--- src/rtl/kc_ls1u_pkg.sv ---
// Shared types and default sizes for the KC_LS1u instruction fetch slice.
package kc_ls1u_pkg;

    localparam int KC_ADDR_WIDTH  = 24;
    localparam int KC_INSTR_WIDTH = 16;
    localparam logic [KC_ADDR_WIDTH-1:0] KC_RESET_PC = '0;

    typedef enum logic [1:0] {
        IDLE  = 2'd0,
        FETCH = 2'd1,
        DRAIN = 2'd2
    } ifetch_state_t;

endpackage

--- src/rtl/kc_ls1u_ifetch_if.sv ---
// Instruction-memory and decode-side signals of the fetch unit.
interface kc_ls1u_ifetch_if
    import kc_ls1u_pkg::*;
#(
    parameter int ADDR_WIDTH  = KC_ADDR_WIDTH,
    parameter int INSTR_WIDTH = KC_INSTR_WIDTH
) ();

    logic [ADDR_WIDTH-1:0]  mem_addr;
    logic                   mem_req;
    logic                   mem_ack;
    logic [INSTR_WIDTH-1:0] mem_instr;
    logic [INSTR_WIDTH-1:0] instr;
    logic [ADDR_WIDTH-1:0]  instr_pc;
    logic                   instr_valid;
    logic                   instr_ready;
    logic                   jmp_valid;
    logic [ADDR_WIDTH-1:0]  jmp_addr;

    modport master (
        output mem_addr, mem_req, instr, instr_pc, instr_valid,
        input  mem_ack, mem_instr, instr_ready, jmp_valid, jmp_addr
    );

    modport slave (
        input  mem_addr, mem_req, instr, instr_pc, instr_valid,
        output mem_ack, mem_instr, instr_ready, jmp_valid, jmp_addr
    );

endinterface

--- src/rtl/kc_ls1u_ifetch_fifo.sv ---
// Prefetch FIFO of {addr, instr}; flush wins over push and pop.
module kc_ls1u_ifetch_fifo
    import kc_ls1u_pkg::*;
#(
    parameter int ADDR_WIDTH  = KC_ADDR_WIDTH,
    parameter int INSTR_WIDTH = KC_INSTR_WIDTH,
    parameter int DEPTH       = 2,
    localparam int PTR_W      = $clog2(DEPTH),
    localparam int CNT_W      = $clog2(DEPTH) + 1
) (
    input  logic                   clk,
    input  logic                   rst_n,
    input  logic                   push,
    input  logic                   pop,
    input  logic                   flush,
    input  logic [ADDR_WIDTH-1:0]  push_addr,
    input  logic [INSTR_WIDTH-1:0] push_instr,
    output logic [ADDR_WIDTH-1:0]  head_addr,
    output logic [INSTR_WIDTH-1:0] head_instr,
    output logic [CNT_W-1:0]       count,
    output logic                   full,
    output logic                   empty
);

    logic [ADDR_WIDTH-1:0]  addr_mem  [DEPTH];
    logic [INSTR_WIDTH-1:0] instr_mem [DEPTH];
    logic [PTR_W-1:0]       wr_ptr;
    logic [PTR_W-1:0]       rd_ptr;
    logic                   do_push;
    logic                   do_pop;

    assign full       = (count == CNT_W'(DEPTH));
    assign empty      = (count == '0);
    assign do_pop     = pop && !empty;
    // A full FIFO still accepts a push when the head leaves in the same cycle.
    assign do_push    = push && (!full || do_pop);
    assign head_addr  = addr_mem[rd_ptr];
    assign head_instr = instr_mem[rd_ptr];

    always_ff @(posedge clk or negedge rst_n) begin
        if (!rst_n) begin
            wr_ptr <= '0;
            rd_ptr <= '0;
            count  <= '0;
            for (int i = 0; i < DEPTH; i++) begin
                addr_mem[i]  <= '0;
                instr_mem[i] <= '0;
            end
        end else if (flush) begin
            wr_ptr <= '0;
            rd_ptr <= '0;
            count  <= '0;
        end else begin
            if (do_push) begin
                addr_mem[wr_ptr]  <= push_addr;
                instr_mem[wr_ptr] <= push_instr;
                wr_ptr            <= wr_ptr + PTR_W'(1);
            end
            if (do_pop) begin
                rd_ptr <= rd_ptr + PTR_W'(1);
            end
            case ({do_push, do_pop})
                2'b10:   count <= count + CNT_W'(1);
                2'b01:   count <= count - CNT_W'(1);
                default: count <= count;
            endcase
        end
    end

endmodule

--- src/rtl/kc_ls1u_ifetch.sv ---
// KC_LS1u instruction fetch: one-outstanding-request fetcher feeding a prefetch FIFO,
// with jump redirect and discard of an in-flight word (DRAIN).
module kc_ls1u_ifetch
    import kc_ls1u_pkg::*;
#(
    parameter int ADDR_WIDTH  = KC_ADDR_WIDTH,
    parameter int INSTR_WIDTH = KC_INSTR_WIDTH,
    parameter int FIFO_DEPTH  = 2,
    parameter logic [ADDR_WIDTH-1:0] RESET_PC = ADDR_WIDTH'(KC_RESET_PC),
    localparam int CNT_W      = $clog2(FIFO_DEPTH) + 1
) (
    input  logic             clk,
    input  logic             rst_n,
    kc_ls1u_ifetch_if.master bus
);

    ifetch_state_t          state;
    logic [ADDR_WIDTH-1:0]  pc;
    logic [ADDR_WIDTH-1:0]  target;
    logic                   mem_req;
    logic                   handshake;
    logic                   jump;
    logic                   push;
    logic                   pop;
    logic [ADDR_WIDTH-1:0]  head_addr;
    logic [INSTR_WIDTH-1:0] head_instr;
    logic [CNT_W-1:0]       count;
    logic                   full;
    logic                   empty;

    // mem_req depends only on registered state, never on instr_ready.
    assign mem_req   = ((state == FETCH) && !full) || (state == DRAIN);
    assign handshake = mem_req && bus.mem_ack;
    assign jump      = bus.jmp_valid && (state != IDLE);
    assign push      = (state == FETCH) && handshake && !bus.jmp_valid;
    assign pop       = !empty && bus.instr_ready && !bus.jmp_valid;

    assign bus.mem_addr    = pc;
    assign bus.mem_req     = mem_req;
    assign bus.instr       = head_instr;
    assign bus.instr_pc    = head_addr;
    assign bus.instr_valid = (count != '0);

    always_ff @(posedge clk or negedge rst_n) begin
        if (!rst_n) begin
            state <= IDLE;
            pc    <= RESET_PC;
        end else begin
            case (state)
                IDLE: state <= FETCH;
                FETCH: begin
                    if (bus.jmp_valid) begin
                        // An unacknowledged request must finish before pc may move.
                        if (mem_req && !bus.mem_ack) state <= DRAIN;
                        else                         pc    <= bus.jmp_addr;
                    end else if (handshake) begin
                        pc <= pc + ADDR_WIDTH'(1);
                    end
                end
                DRAIN: begin
                    if (bus.mem_ack) begin
                        state <= FETCH;
                        pc    <= bus.jmp_valid ? bus.jmp_addr : target;
                    end
                end
                default: state <= IDLE;
            endcase
        end
    end

    always_ff @(posedge clk) begin
        if (jump) target <= bus.jmp_addr;
    end

    kc_ls1u_ifetch_fifo #(
        .ADDR_WIDTH  (ADDR_WIDTH),
        .INSTR_WIDTH (INSTR_WIDTH),
        .DEPTH       (FIFO_DEPTH)
    ) u_fifo (
        .clk        (clk),
        .rst_n      (rst_n),
        .push       (push),
        .pop        (pop),
        .flush      (jump),
        .push_addr  (pc),
        .push_instr (bus.mem_instr),
        .head_addr  (head_addr),
        .head_instr (head_instr),
        .count      (count),
        .full       (full),
        .empty      (empty)
    );

endmodule

--- src/flat_wrapper.sv ---
// flat-port wrapper written by rule: the top's interface ports become plain ports
module kc_ls1u_ifetch_flat import kc_ls1u_pkg::*;
#(
    parameter int ADDR_WIDTH  = KC_ADDR_WIDTH,
    parameter int INSTR_WIDTH = KC_INSTR_WIDTH,
    parameter int FIFO_DEPTH  = 2,
    parameter logic [ADDR_WIDTH-1:0] RESET_PC = ADDR_WIDTH'(KC_RESET_PC),
    localparam int CNT_W      = $clog2(FIFO_DEPTH) + 1
)
  (clk, rst_n, bus_mem_addr, bus_mem_req, bus_instr, bus_instr_pc, bus_instr_valid, bus_mem_ack, bus_mem_instr, bus_instr_ready, bus_jmp_valid, bus_jmp_addr);
  kc_ls1u_ifetch_if #(.ADDR_WIDTH(ADDR_WIDTH), .INSTR_WIDTH(INSTR_WIDTH)) bus_i ();
  input  logic clk;
  input  logic rst_n;
  output wire logic [$bits(bus_i.mem_addr)-1:0] bus_mem_addr;
  output wire logic [$bits(bus_i.mem_req)-1:0] bus_mem_req;
  output wire logic [$bits(bus_i.instr)-1:0] bus_instr;
  output wire logic [$bits(bus_i.instr_pc)-1:0] bus_instr_pc;
  output wire logic [$bits(bus_i.instr_valid)-1:0] bus_instr_valid;
  input wire logic [$bits(bus_i.mem_ack)-1:0] bus_mem_ack;
  input wire logic [$bits(bus_i.mem_instr)-1:0] bus_mem_instr;
  input wire logic [$bits(bus_i.instr_ready)-1:0] bus_instr_ready;
  input wire logic [$bits(bus_i.jmp_valid)-1:0] bus_jmp_valid;
  input wire logic [$bits(bus_i.jmp_addr)-1:0] bus_jmp_addr;
  assign bus_mem_addr = bus_i.mem_addr;
  assign bus_mem_req = bus_i.mem_req;
  assign bus_instr = bus_i.instr;
  assign bus_instr_pc = bus_i.instr_pc;
  assign bus_instr_valid = bus_i.instr_valid;
  assign bus_i.mem_ack = bus_mem_ack;
  assign bus_i.mem_instr = bus_mem_instr;
  assign bus_i.instr_ready = bus_instr_ready;
  assign bus_i.jmp_valid = bus_jmp_valid;
  assign bus_i.jmp_addr = bus_jmp_addr;
  kc_ls1u_ifetch #(.ADDR_WIDTH(ADDR_WIDTH), .INSTR_WIDTH(INSTR_WIDTH), .FIFO_DEPTH(FIFO_DEPTH), .RESET_PC(RESET_PC)) u_core (.clk(clk), .rst_n(rst_n), .bus(bus_i));
endmodule
--- config.mk ---
export PLATFORM = sky130hd
export DESIGN_NAME = kc_ls1u_ifetch_flat
export DESIGN_NICKNAME = d
export VERILOG_FILES = /design/src/rtl/kc_ls1u_pkg.sv /design/src/rtl/kc_ls1u_ifetch_if.sv /design/src/rtl/kc_ls1u_ifetch_fifo.sv /design/src/rtl/kc_ls1u_ifetch.sv /design/src/flat_wrapper.sv
export SDC_FILE = /design/constraint.sdc
export NUM_CORES = 1
export LEC_CHECK = 0
export CORE_MARGIN = 2
export CORE_UTILIZATION = 25
export CTS_BUF_LIST = sky130_fd_sc_hd__clkbuf_8
export DETAILED_ROUTE_END_ITERATION = 10
export PLACE_DENSITY = 0.52
export SLEW_MARGIN = 20
export SYNTH_ARGS = -nofsm -noshare
export SYNTH_HDL_FRONTEND = slang
export SYNTH_SLANG_ARGS = --single-unit
--- constraint.sdc ---
create_clock -name clk -period 1.8 [get_ports clk]
set_clock_uncertainty 0.2 [all_clocks]
set_input_delay 0.36 -clock clk [delete_from_list [all_inputs] [get_ports clk]]
set_output_delay 0.36 -clock clk [all_outputs]
set_load 0.02 [all_outputs]
==> results.toml <==
[logic_synthesis]
postSynth.asyncResetShare_pct = 82.1
yosysMostFrequentCell = "mux2_2"
synth_nets = 564
synth_commonest_cells = "115 x mux2_2, 110 x dfrtp_1, 32 x a21oi_1"
synthCells = 517
yosys.area.top_type = "dfrtp_1"
syn_area_um2 = 6310
synthDistinctLibCells = 50
ys_top_cells_by_area = "dfrtp_1 44%, mux2_2 21%, edfxtp_1 11%"
synth.avg_cell_area_um2 = 12.2
ys.flop_type = "dfrtp_1"
synth-seq-cells = 134
synth_edf_count = 24
synth_top_area_share_pct = 43.6
yosys_warnings = 0
synth-seq-area-share_pct = 55.1

[floorplan]
dieArea_um2 = 26500
die_y_um = 163
design.core.area_um2 = 25000
dieWidth_um = 163
start_util_pct = 25.3
rows = 58
num_io_pins = 111

[power_and_ir_drop]
cellLeakagePower_nw = 4.56
power_density_nw_per_um2 = 1820
ir_worst_vdd_mv = 0.806

[clock_network]
clkSinkCount = 134
clock_latency_ns = 0.45
cts_root_buf = "clkbuf_8"
clk_path_buf_depth = 2
cts_tree = "yes"
htree_levels = 4
cts_buffers = 17
clk_pin_slew_worst_paths_ns = 0.08

[placement]
dp_slack_ns = -0.507
gp_congestion = 0.801
dpl_cell_area_um2 = 8560
port-buffer-count = 110
dp_hpwl_mm = 12.2

[finish]
nets = 799
num_antenna_cells = 0
drive_above_1_share_pct = 56.7
syn_to_final_growth_pct = 67.4
design_area_um2 = 10600

[worst_hold_path]
hp-class = "input port to asynchronous set/reset pin"

[timing]
setup_violations = 147
rsz0062_at_grt = "true"
tns_ns = -30.74
min_period_ns = 2.19
slew_violations = 0
holdWs_ns = 0.222
worst_pin_slew_ns = 0.465
finalWorstSetupSlack_ns = -0.390
fmax_mhz = 457
hold_viol = 0
min_period_over_period_pct = 122
slew_headroom_pct = 69.0

[setup_path]
crit_slowest_cell = "dfrtp_2"
crit_type = "flip-flop to output port"
crit_family = "buffers and inverters"
crit_buf_inv = 3
crit_chain = "buf_12 -> buf_12 -> mux2_4 -> buf_6"
cpMostUsedCell = "buf_12"
end_kind = "output port"
arrival_ns = 1.63
worstSetupStartpointType = "flip-flop"
critPathMaxFanout = 7
regToRegSetupSlack_ns = -0.30
max_stage_delay_ns = 0.43
cp.required_ns = 1.24

[global_routing]
overflow = 0
grt_pass1_vias = 5400
antenna_found_initial = 0
grt_pass1_wl_mm = 31.0
gr-usage-all-layers_pct = 15.4
grt_max_degree = 34

[routing]
drcViolationCount = 0
wl_per_cell_um = 18.8
antenna_left = 0
wl_mm = 20.5
vias = 5175
avgViaCountPerCell = 4.73
first_iter_violations = 234
dr.pass1.iters = 4

[run_status]
status = "complete, but fails checks"
violations = "negative setup slack"

[job]
max_cap_viol_count = 0
[registers in the layout, summed over array words and instances, names as in the netlist]
signal and cells:
u_core.bus.mem_addr 24, u_core.state 2, u_core.target 24, u_core.u_fifo.addr_mem 48
u_core.u_fifo.count 2, u_core.u_fifo.instr_mem 32, u_core.u_fifo.rd_ptr 1, u_core.u_fifo.wr_ptr 1
[where the power goes]
group	internal, mW	switching (mW)	total, mW
Clock	1.63	1.25	2.88
Combinational	6.29	4.70	11.0
Sequential	4.41	0.940	5.35
[timing repair]
| action | CTS | global route |
|---|---|---|
| gates resized for setup | 466 | 139 |
| endpoints found under the setup margin | 169 | 166 |
| cloned | 13 | 2 |
| endpoints found under the hold margin | 48 | 0 |
| pin swaps | 35 | 20 |
| buffers inserted | 35 | 18 |
| hold buffers | 1 | 0 |
[final timing paths]
kind,startpoint,endpoint,cells after the start
max,u_core.u_fifo.rd_ptr,bus_instr_pc[22],4
min,rst_n,u_core.u_fifo.instr_mem[5],2
max reg2reg,u_core.u_fifo.count[1],u_core.u_fifo.count[1],8
min reg2reg,u_core.u_fifo.addr_mem[3],u_core.u_fifo.addr_mem[3],1
max in group asynchronous,rst_n,u_core.bus.mem_addr[15],3
min in group clk,bus_jmp_valid,u_core.u_fifo.rd_ptr,4
[layout make-up]
| class | count | area, um^2 |
|---|---|---|
| sequential | 134 | 3500 |
| fill | 2348 | 14400 |
| clock inverter | 15 | 211 |
| tap | 330 | 413 |
| timing repair buffer | 250 | 2760 |
| multi-input combinational | 342 | 3420 |
| inverter | 7 | 26.3 |
| clock buffer | 17 | 234 |
[metrics by stage]
step                utilization, %  cells  total power [mW]
finish                        42.3   1095              19.2
global route                  42.3   1095              20.2
CTS                           40.5   1087              18.1
detailed placement            34.3   1007              13.3
global placement              34.3   1007              13.2
floorplan                        -    517              9.55
[routing by layer]
layer / track usage [%] / vias to the layer above / wire length (um)
li1: - / 2370 / -
met1: 20.4 / 2648 / 9240
met2: 25.5 / 138 / 10200
met3: 3.39 / 19 / 907
met4: 4.18 / 0 / 182
met5: 0 / - / 0
[worst reg2reg max path, delay by kind of cell (launching register included)]
family / cells / cell delay (ns)
compound gates: 1 / 0.12
simple gates: 4 / 0.81
xor+xnor: 1 / 0.14
buf+inv: 1 / 0.20
fa+ha+maj: 1 / 0.15
flops: 1 / 0.42
[cell usage in the layout (no fill, tap or decap), types with 4 or more instances in the layout]
cell / n
a211oi_1: 6
a21oi_1: 21
a21oi_2: 9
a31oi_1: 7
buf_12: 15
buf_16: 9
buf_2: 4
buf_4: 73
buf_6: 93
bufinv_16: 5
clkbuf_8: 17
clkdlybuf4s15_2: 4
clkdlybuf4s50_1: 42
dfrtp_1: 89
dfrtp_2: 21
edfxtp_1: 24
inv_1: 7
mux2_2: 24
mux2_4: 96
nand2_1: 24
nand2b_4: 4
nand3_1: 7
nor2_1: 18
nor2_4: 11
nor3_1: 4
nor3b_1: 6
o21ai_0: 10
o21ai_1: 12
o21ai_2: 7
o31a_1: 5
xnor2_1: 6
[cell families (layout without fill, tap and decap cells)]
logic type	after synthesis	count (layout)	synth area share (%)
AOI/OAI and AO/OA	104	104	10.0
xor gates and xnor gates	9	9	1.25
adders and majority gates	2	2	0.397
buffers and inverters	41	289	2.94
DFF	134	134	55.1
muxes	121	121	21.6
and+or+nand+nor	106	106	8.77
(Power assumes the default switching activity.)
